**src/rtl/fir_filter_mac.sv**
```systemverilog
// Time-multiplexed FIR filter: one shared multiplier walks the taps one per cycle,
// then rounds and saturates the accumulated sum back to the sample width.
module fir_filter_mac #(
  parameter int DATA_W  = 16,
  parameter int COEFF_W = 16,
  parameter int TAPS    = 8,
  parameter int FRAC    = 12
) (
  input  logic                       clk,
  input  logic                       rst_n,
  input  logic                       in_valid,
  output logic                       in_ready,
  input  logic signed [DATA_W-1:0]   x_in,
  output logic                       out_valid,
  input  logic                       out_ready,
  output logic signed [DATA_W-1:0]   y_out,
  input  logic                       coef_we,
  input  logic [$clog2(TAPS)-1:0]    coef_addr,
  input  logic signed [COEFF_W-1:0]  coef_data,
  output logic                       busy
);

  localparam int ADDR_W = $clog2(TAPS);
  localparam int PROD_W = DATA_W + COEFF_W;
  localparam int ACC_W  = PROD_W + ADDR_W;

  localparam logic [ADDR_W-1:0]      IDX_LAST = ADDR_W'(TAPS - 1);
  localparam logic signed [ACC_W:0]  HALF     = (ACC_W+1)'(1) << (FRAC - 1);
  localparam logic signed [ACC_W:0]  SAT_MAX  = (ACC_W+1)'({1'b0, {(DATA_W-1){1'b1}}});
  localparam logic signed [ACC_W:0]  SAT_MIN  = ~SAT_MAX;

  typedef enum logic [1:0] {IDLE, MAC, OUT} state_t;

  state_t state_reg, state_next;

  logic signed [DATA_W-1:0]  x_tap [TAPS];
  logic signed [COEFF_W-1:0] c_tap [TAPS];

  logic signed [ACC_W-1:0]   acc_reg;
  logic [ADDR_W-1:0]         idx_reg;
  logic signed [DATA_W-1:0]  y_reg;

  logic                      accept;
  logic                      coef_write;
  logic                      last_tap;
  logic signed [PROD_W-1:0]  prod;
  logic signed [ACC_W-1:0]   acc_sum;
  logic signed [ACC_W:0]     rnd;
  logic signed [ACC_W:0]     shifted;
  logic signed [DATA_W-1:0]  y_sat;

  assign accept     = in_valid && (state_reg == IDLE);
  assign coef_write = coef_we && (state_reg == IDLE) && (int'(coef_addr) < TAPS);
  assign last_tap   = (idx_reg == IDX_LAST);

  // ---------------------------------------------------------------- FSM
  always_ff @(posedge clk) begin
    if (!rst_n) state_reg <= IDLE;
    else        state_reg <= state_next;
  end

  always_comb begin
    state_next = state_reg;
    in_ready   = 1'b0;
    out_valid  = 1'b0;
    busy       = 1'b1;
    case (state_reg)
      IDLE: begin
        in_ready = 1'b1;
        busy     = 1'b0;
        if (accept) state_next = MAC;
      end
      MAC: begin
        if (last_tap) state_next = OUT;
      end
      OUT: begin
        out_valid = 1'b1;
        if (out_ready) state_next = IDLE;
      end
      default: state_next = IDLE;
    endcase
  end

  // ------------------------------------------------ delay line and coefficients
  genvar gi;
  generate
    for (gi = 0; gi < TAPS; gi++) begin : g_tap
      logic signed [DATA_W-1:0]  x_reg;
      logic signed [COEFF_W-1:0] c_reg;

      if (gi == 0) begin : g_head
        always_ff @(posedge clk) begin
          if (!rst_n)      x_reg <= '0;
          else if (accept) x_reg <= x_in;
        end
      end else begin : g_shift
        always_ff @(posedge clk) begin
          if (!rst_n)      x_reg <= '0;
          else if (accept) x_reg <= x_tap[gi-1];
        end
      end

      // A write landing on the acceptance cycle is visible to the first MAC cycle.
      always_ff @(posedge clk) begin
        if (!rst_n)
          c_reg <= '0;
        else if (coef_write && (coef_addr == ADDR_W'(gi)))
          c_reg <= coef_data;
      end

      assign x_tap[gi] = x_reg;
      assign c_tap[gi] = c_reg;
    end
  endgenerate

  // ------------------------------------------------------------- datapath
  assign prod    = x_tap[idx_reg] * c_tap[idx_reg];
  assign acc_sum = acc_reg + ACC_W'(prod);
  assign rnd     = (ACC_W+1)'(acc_sum) + HALF;
  assign shifted = rnd >>> FRAC;

  always_comb begin
    y_sat = shifted[DATA_W-1:0];
    if (shifted > SAT_MAX)      y_sat = SAT_MAX[DATA_W-1:0];
    else if (shifted < SAT_MIN) y_sat = SAT_MIN[DATA_W-1:0];
  end

  // The final product is folded in on the MAC->OUT edge, so MAC lasts exactly TAPS cycles.
  always_ff @(posedge clk) begin
    if (!rst_n) begin
      acc_reg <= '0;
      idx_reg <= '0;
      y_reg   <= '0;
    end else begin
      case (state_reg)
        IDLE: begin
          if (accept) begin
            acc_reg <= '0;
            idx_reg <= '0;
          end
        end
        MAC: begin
          acc_reg <= acc_sum;
          if (last_tap) y_reg   <= y_sat;
          else          idx_reg <= idx_reg + 1'b1;
        end
        default: ;
      endcase
    end
  end

  assign y_out = y_reg;

endmodule
```
**config.mk**
```make
export PLATFORM = sky130hd
export DESIGN_NAME = fir_filter_mac
export DESIGN_NICKNAME = d
export VERILOG_FILES = /design/src/rtl/fir_filter_mac.sv
export SDC_FILE = /design/constraint.sdc
export NUM_CORES = 2
export LEC_CHECK = 0
export CORE_MARGIN = 3
export CORE_UTILIZATION = 45
export CTS_BUF_LIST = sky130_fd_sc_hd__clkbuf_2
export CTS_CLUSTER_SIZE = 10
export DETAILED_ROUTE_END_ITERATION = 6
export GPL_TIMING_DRIVEN = 1
export PLACE_DENSITY_LB_ADDON = 0.05
export RECOVER_POWER = 100
export SETUP_SLACK_MARGIN = 0.05
export SLEW_MARGIN = 0
export SYNTH_ARGS = -nofsm -noshare
export SYNTH_HDL_FRONTEND = slang
export SYNTH_SLANG_ARGS = --single-unit
export TNS_END_PERCENT = 50
```
**constraint.sdc**
```tcl
create_clock -name clk -period 8.8 [get_ports clk]
set_input_delay 1.32 -clock clk [delete_from_list [all_inputs] [get_ports clk]]
set_output_delay 1.32 -clock clk [all_outputs]
set_load 0.005 [all_outputs]
```
==> results.toml <==
[status]
status = "finished with violations"
violations = "max-capacitance violations, max-slew violations"

[sta]
timing.final.crit_share_pct = 96.1
slew-limit-headroom_pct = -184
fmax_ghz = 0.118
worst_pin_slew_ns = 4.26
rsz0062_at_grt = "no"
setup_viol = 0
fin_ws_ns = 0.346
hold_viol = 0
fin_crit_ns = 8.45
clock_skew_ns = 0.0906
finalMaxSlewViolations = 468
finalSetupTns_ns = 0
fin_hold_ws_ns = 0.407

[setup_path]
r2r_start = "idx_reg[0]"
start_kind = "register"
worstPathMaxFanout = 15
slowest_delay_ns = 0.56
crit_slowest_cell = "fa_1"
r2r_cells = 28
cp_data_required_time_ns = 9.71
cp-end-kind = "register"
critPathMostFrequentCell = "fa_1"
r2r_setup_slack_ns = 0.35
reg2reg_to = "y_out[7]"
critPathKind = "reg -> reg"
arrival_ns = 9.37

[worst_hold_path]
holdCritPathClass = "reg -> reg"
min_path_cells = 2
min_from = "g_tap[1].x_reg[8]"
min_to = "g_tap[2].x_reg[8]"

[clock_network]
numClockSinks = 312
cts_max_level = 3
cts_buffers = 87
clkLatencyLatePin_ns = 1.05
clockBufferDepth = 3
cts_root_buf = "clkbuf_2"
cts_tree = "yes"
postCtsHoldBufs = 0
clkSlewWorstSetupHoldPaths_ns = 0.09

[detailed_routing]
drt-total-wl_um = 68300
drt_iter0_markers = 1245
via_count = 19600
wl_per_cell_um = 18.3
via_per_inst = 5.25
drt_pre_antenna_iters = 5
drc = 0
ant_nets = 0

[placement]
port-buffer-count = 58
dp_cells = 3574
post-place-ws_ns = 0.0932
dpl-instance-area_um2 = 26600
gp_congestion = 0.909
dp_hpwl_um = 50300

[final_layout]
layout-drive-gt1-share_pct = 12.4
mostFrequentLayoutCells = "nand2_1 (691), inv_1 (329), a21oi_1 (315)"
fin_cells = 3738
fin_area_um2 = 27600
final_common_cell = "nand2_1"
fin_util_pct = 50.6
syn_to_final_growth_pct = 9.99
nFillCells = 5294
nets = 3391

[logic_synthesis]
synth.net_count = 3325
syn_inst = 2868
synth_top_cell_area_share_pct = 24.9
ys_seq_area_share_pct = 24.9
ys_seq_elements = 312
synth_flop_cell = "dfxtp_1"
synth.area.top_cells = "dfxtp_1 (25%), fa_1 (25%), nand2_1 (10%)"
synth_cell_types = 80
avgSynthCellArea_um2 = 8.74
async_flop_share_pct = 0
syn_area_um2 = 25100
synth_edf_count = 0
yosysTopAreaCell = "dfxtp_1"
synth_warnings = 0

[global_routing]
grt_use_total_pct = 23.3
global_route.overflow_total = 0
antenna_found_initial = 2
grt_pass1_wl_um = 109000
grt_pass1_vias = 20000
grt_max_degree = 122

[job]
cap_violations = 5

[power_and_ir_drop]
fin_total_pwr_mw = 2.96
vdd.ir_drop.worst_v = 0.000100
p_leak_nw = 11.9
p_per_area_nw_per_um2 = 107

[floorplan]
dieArea_um2 = 58500
start_util_pct = 46.0
chipWidth_um = 242
std_cell_rows = 85
pin_count = 59
die_h_um = 242
core_um2 = 54500
[critical path, delay by kind of cell (launching register included)]
kind / cells / cell delay, ns
multiplexers: 3 / 0.90
AND/OR/NAND/NOR: 6 / 1.22
adder cells (fa/ha/maj): 7 / 3.49
AO/OA/AOI/OAI: 6 / 1.39
flip-flops: 1 / 0.44
buffers and inverters: 6 / 0.89
[metal layers]
layer / global-route usage (%) / vias to the layer above / wire, um
li1: - / 9357 / -
met4: 8.63 / 0 / 2190
met5: 0 / - / 0
met3: 4.32 / 130 / 4150
met1: 31.9 / 9564 / 30900
met2: 37.1 / 579 / 31000
[synthesized netlist by cell type (5+ instances only)]
cell type and n:
and2_1 15, a211oi_1 10, nor4_1 5, xnor2_1 32, buf_1 12, nand4_1 11
nor3_1 5, mux4_2 64, o211ai_1 10, buf_4 13, a31oi_1 10, a21oi_1 318
clkbuf_1 133, xor2_1 15, o21ai_1 6, buf_2 9, and3_1 8, dfxtp_1 312
mux2i_1 30, o21a_1 7, inv_1 329, mux2_2 23, a211oi_2 11, nand2_1 691
ha_1 107, fa_1 310, nand3_1 41, o21ai_0 10, nor2_1 215, nand2b_1 10
nor2b_1 11, a21o_1 10
[report_power, final]
part | internal (mW) | leakage (nW) | switching [mW]
combinational | 0.164 | 8.73 | 0.282
clock | 0.401 | 0.599 | 0.662
sequential | 1.43 | 2.52 | 0.0166
total | 2.00 | 11.9 | 0.961
[kinds of logic after synthesis]
kind of cell	count (synthesis)	share of synthesized area, %
simple gates	1042	17.2
flops	312	24.9
compound gates	433	10.3
fa+ha+maj	417	30.1
buf+inv	499	7.79
mux	117	7.99
xor+xnor	48	1.71
[worst max-delay path by stage]
| stage | cells past startpoint | to | slack (ns) | start |
|---|---|---|---|---|
| finish | 28 | y_out[7] | 0.35 | idx_reg[0] |
| global route | 30 | y_out[7] | 0.04 | idx_reg[0] |
| CTS | 28 | y_out[4] | 0.16 | idx_reg[0] |
| detailed placement | 27 | y_out[8] | 0.09 | idx_reg[0] |
| global placement | 28 | y_out[1] | 0.12 | idx_reg[0] |
| floorplan | 31 | y_out[4] | 0.1 | idx_reg[0] |
[repair_timing]
action,CTS,global route
setup buffers,0,9
endpoints found under the setup margin,0,15
gates resized for setup,0,33
[layout make-up]
type | instances | area (um^2) | area share, %
multi-input cells | 2057 | 17000 | 61.5
diodes | 1 | 2.50 | 0.00908
flip-flops and latches | 312 | 6250 | 22.7
repair buffers | 146 | 1400 | 5.09
inverters | 330 | 1240 | 4.49
clock inverters | 23 | 121 | 0.440
well taps | 739 | 925 | 3.36
clock buffers | 130 | 651 | 2.36
Power figures use the tool's default switching activity.
==> patch 1, RTL diff (same flow settings) <==
`TAPS`: 8 -> 4.
--- a/src/rtl/fir_filter_mac.sv
+++ b/src/rtl/fir_filter_mac.sv
@@ -5,3 +5,3 @@
   parameter int COEFF_W = 16,
-  parameter int TAPS    = 8,
+  parameter int TAPS    = 4,
   parameter int FRAC    = 12
Ports: changed (resized coef_addr); port bits go from 59 to 58. No check against the original RTL was run, so the function may have changed too.
==> patch 1 against the original RTL <==
The run still ends with max-capacitance violations, max-slew violations left; worst setup slack worse by 110 ps; power down 34%; cell area shrank 18%; maximum frequency shrank 1.3%; sequential cell count shrank 130; sequential power decreased by 40%; synthesized area shrank 21%; non-clock buffer count rose by 41; routed wire length fell by 19%.
==> patch 1: results (changes against the original RTL) <==
Layout
  • Register area: 3647 um^2 (-42%)
  • Core Util, Final: 52.29% (+1.7 points)
  • Plain + repair buffers: 187 (+28%)
  • Multi-input gates: 1574 (-23%)
  • Clock buffers: 19 (-85%)
  • FILL cells: 4133 (-22%)

Yosys
  • Multiplexer area fraction after synthesis: 3.818% (-4.2 points)
  • Compound-gate portion of the synthesized area: 12.35% (+2.1 points)
  • Synth Area in Adders: 37.24% (+7.1 points)
  • Distinct cells, synth: 78 (-2.5%)

Flow run
  • Max Cap Viol: 2 (-3)

Global route
  • Vias in the first global route: 16040 (-20%)
  • M3 GR Usage: 4.136% (-0.18 points)
  • Largest net degree at the start of global routing: 129 (+5.7%)
  • Initial antenna violation count: 3 (+1)
  • GR Util met2: 40.17% (+3.1 points)
  • First-pass GRT wire length: 86350 um (-21%)

Routing
  • Post-DR wirelength/cell: 19.03 um (+4.2%)
  • DRT iter0 DRCs: 912 (-27%)

STA
  • Crit path time final: 8564 ps (+110.3 ps)
  • Max-slew violations: 99 (-79%)
  • Hold slack: 445.2 ps (+38.59 ps)

Run status
  • Run status: finished with violations
  • Violated checks: max-capacitance violations, max-slew violations

CTS
  • Setup Buffers After CTS: 3 (+3)
  • Deepest clock path buffer count: 2 (-1)
  • Post-cts gate resize count: 7 (+7)
  • Worst-path clk slew: 330 ps (+240 ps)

Critical path
  • Reg2reg setup slack: 240 ps (-110 ps)
  • Slowest CP cell: fa_2
  • Worst setup path end: y_out[2]

Power and ir drop
  • Switching share of power: 38.57% (+6.1 points)
  • Lkg Pwr: 10.18 nW (-14%)

Die
  • Num rows: 76 (-11%)
==> patch 1: changes by cell type in the layout (fill, tap and decap cells not counted), moves of 32 or more <==
| cell | unedited run | this run |
|---|---|---|
| buf_4 | 68 | 112 |
| mux4_2 | 64 | 32 |
| nor2_1 | 215 | 62 |
| clkbuf_2 | 130 | 20 |
| nand2_1 | 691 | 418 |
| a21oi_1 | 315 | 28 |
| dfxtp_1 | 309 | 181 |
| nand3_1 | 41 | 8 |
| and2_1 | 9 | 125 |
| a21boi_0 | 1 | 131 |
==> patch 1: power groups by stage <==
stage | logic (mW) | clock network [mW] | registers [mW]
global placement | 0.574 | 0 | 0.879
detailed placement | 0.577 | 0 | 0.879
finish | 0.638 | 0.434 | 0.868
floorplan | 0.367 | 0 | 0.873
CTS | 0.582 | 0.450 | 0.865
global route | 0.703 | 0.478 | 0.871
==> patch 1: per-layer routing <==
layer	part of all wire (%)	routed length (um)
met2	50	27370
met5	0	0
met1	44	24450
met3	3.9	2147
met4	1.8	1013
==> patch 2, RTL diff (same flow settings) <==
Without the edit above. The 3 states of `state_t` get a one-hot encoding in 3 bits.
--- a/src/rtl/fir_filter_mac.sv
+++ b/src/rtl/fir_filter_mac.sv
@@ -31,3 +31,3 @@
 
-  typedef enum logic [1:0] {IDLE, MAC, OUT} state_t;
+  typedef enum logic [2:0] {IDLE = 3'b001, MAC = 3'b010, OUT = 3'b100} state_t;
 
Function: same outputs for any inputs over 4 cycles, from zero or initial values and one cycle with rst_n low; so few cycles prove little.
==> patch 2 against the original RTL <==
The flow still finishes with violations (max-capacitance violations, max-slew violations); worst setup slack lost 110 ps; power grew 5.5%; combinational power grew 13%; critical endpoint is now y_out[6]; sequential power is essentially flat; sequential cell count grew 1; via count grew 6.5%; cell area grew 10%; count of clock-buffer cells in the layout grew 12; synthesized area grew 4.0%; highest routed layer unchanged; worst hold slack gained 22 ps; routed wire length grew 10%; largest power group unchanged; sequential share of layout area shrank 2.1 points.
==> patch 2: results (changes against the original RTL) <==
STA
  • Worst slew margin: -197.9% (-14 points)
  • Clock Skew: 106.6 ps (+15.99 ps)
  • Max-slew violations: 318 (-32%)

Min path
  • Hold path startpoint: g_tap[3].x_reg[11]
  • Hold EP: g_tap[4].x_reg[11]

Yosys
  • Synth Flop Type: dfxtp_1
  • Post-Syn Nets: 3373 (+1.4%)
  • Distinct cells, synth: 84 (+5.0%)
  • Post-synth top cells: nand2_1 (688), inv_1 (325), dfxtp_1 (313), fa_1 (310), a21boi_0 (284)
  • Seq/Total Area, Yosys: 24.04% (-0.89 points)
  • Post-Synthesis Cells: 2916 (+1.7%)
  • Synth top area cells: dfxtp_1 (24%), fa_1 (24%), nand2_1 (9.9%)

Critical path
  • Slowest CP cell: fa_2
  • WP data arrival: 9440 ps (+70 ps)
  • Reg2reg setup slack: 230 ps (-110 ps)
  • Crit path max fanout: 8 (-7)
  • Crit Reg-Reg Endpoint: y_out[6]
  • Reg2reg path depth: 31 (+11%)

Global route
  • Initial antenna violation count: 2 (unchanged)
  • GRT Util Overall: 24.87% (+1.6 points)
  • First-pass GRT wire length: 118800 um (+8.9%)
  • Vias in the first global route: 21490 (+7.4%)

CTS
  • Clock latency at the later pin of the worst-skew pair: 1110 ps (+60 ps)
  • Num CTS Buffers: 89 (+2.3%)

Layout
  • Nets: 3557 (+4.9%)
  • FILL cells: 5327 (+0.62%)
  • Fin cells: 3925 (+5.0%)
  • Share of layout cells above drive strength 1: 18.22% (+5.8 points)

Run status
  • Run status: finished with violations
  • Violated checks: max-capacitance violations, max-slew violations

Flow run
  • Max Cap Viol: 3 (-2)

Power and ir drop
  • Lkg Pwr: 12.90 nW (+8.8%)
  • Max IR drop VDD: 0.00009534 V (-5.1%)

Place
  • Placed cell count: 3703 (+3.6%)
  • Routability cong.: 0.9249 (+1.8%)

Routing
  • DRT iter0 DRCs: 1210 (-2.8%)
  • Vias per cell: 5.329 (+1.5%)
==> patch 2: layout make-up <==
type / count / area, um^2 / share of cell area (%)
Clock buffer: 142 / 710.7 / 2.335
Tap cell: 756 / 945.9 / 3.108
Inverter: 326 / 1230 / 4.042
Clock inverter: 16 / 148.9 / 0.4893
Antenna cell: 2 / 5.005 / 0.01645
Multi-Input combinational cell: 2109 / 18690 / 61.40
Sequential cell: 313 / 6275 / 20.62
Timing Repair Buffer: 261 / 2430 / 7.985
==> patch 2: stage by stage <==
| stage | hold WS, ps | instance area (um^2) | setup TNS (ps) | worst slack (ps) | utilization, % |
|---|---|---|---|---|---|
| after global routing | 439.2 | 30430 | -150.0 | -29.47 | 53.55 |
| after global placement | 448.0 | 28270 | 0 | 120.1 | 49.75 |
| after detailed placement | 459.2 | 28270 | -19.52 | -12.39 | 49.75 |
| final | 428.5 | 30430 | 0 | 234.2 | 53.55 |
| after floorplan | 440.2 | 26170 | 0 | 75.51 | - |
| after CTS | 407.0 | 29140 | 0 | 61.87 | 51.28 |
==> patch 2: how the worst max path moves through the flow <==
stage | startpoint | end | slack (ps) | cells past startpoint
6_report | idx_reg[0] | y_out[6] | 230 | 31
5_1_grt | idx_reg[0] | y_out[4] | -30 | 35
4_1_cts | idx_reg[0] | y_out[4] | 60 | 27
3_5_place_dp | idx_reg[1] | y_out[4] | -10 | 33
3_3_place_gp | idx_reg[0] | y_out[4] | 120 | 32
2_1_floorplan | idx_reg[1] | y_out[10] | 80 | 33
==> patch 2: cells by family (layout without fill, tap and decap cells) <==
logic type	after synthesis	in the layout	share of synthesized area [%]
flops	313	313	24.04
xor+xnor	43	43	1.474
mux	114	114	7.560
buf+inv	495	745	7.474
simple gates	1029	1030	16.58
fa+ha+maj	417	417	28.94
compound gates	505	505	13.93
other cells	0	2	0
==> patch 2: what timing repair did <==
action                                  4_1_cts  5_1_grt
endpoints found under the setup margin        4       16
resized for setup                             2      153
gates cloned                                  0        4
setup buffers                                 0       59
pin swaps                                     1       75
==> patch 2: worst max-delay path, delay by kind of cell (launching register included) <==
kind                       cells  cell delay, ps
muxes                          2             800
AOI/OAI and AO/OA              7            1280
DFF                            1             440
adders and majority gates      7            3230
buffers and inverters          9            1200
and+or+nand+nor                6            1450
==> patch 2: where the power goes <==
part           switching, mW  internal [mW]
registers             0.0161           1.44
clock network          0.673          0.491
logic                  0.302          0.203
total                  0.991           2.13
==> patch 2: layer usage <==
layer | global-route usage, % | share of wire (%) | wire (um) | vias to the layer above
li1 | - | - | - | 9902
met1 | 33.99 | 45 | 33970 | 10260
met2 | 39.61 | 46 | 34610 | 576
met3 | 3.871 | 4.7 | 3542 | 174
met4 | 10.07 | 4.1 | 3047 | 0
met5 | 0 | 0 | 0 | -
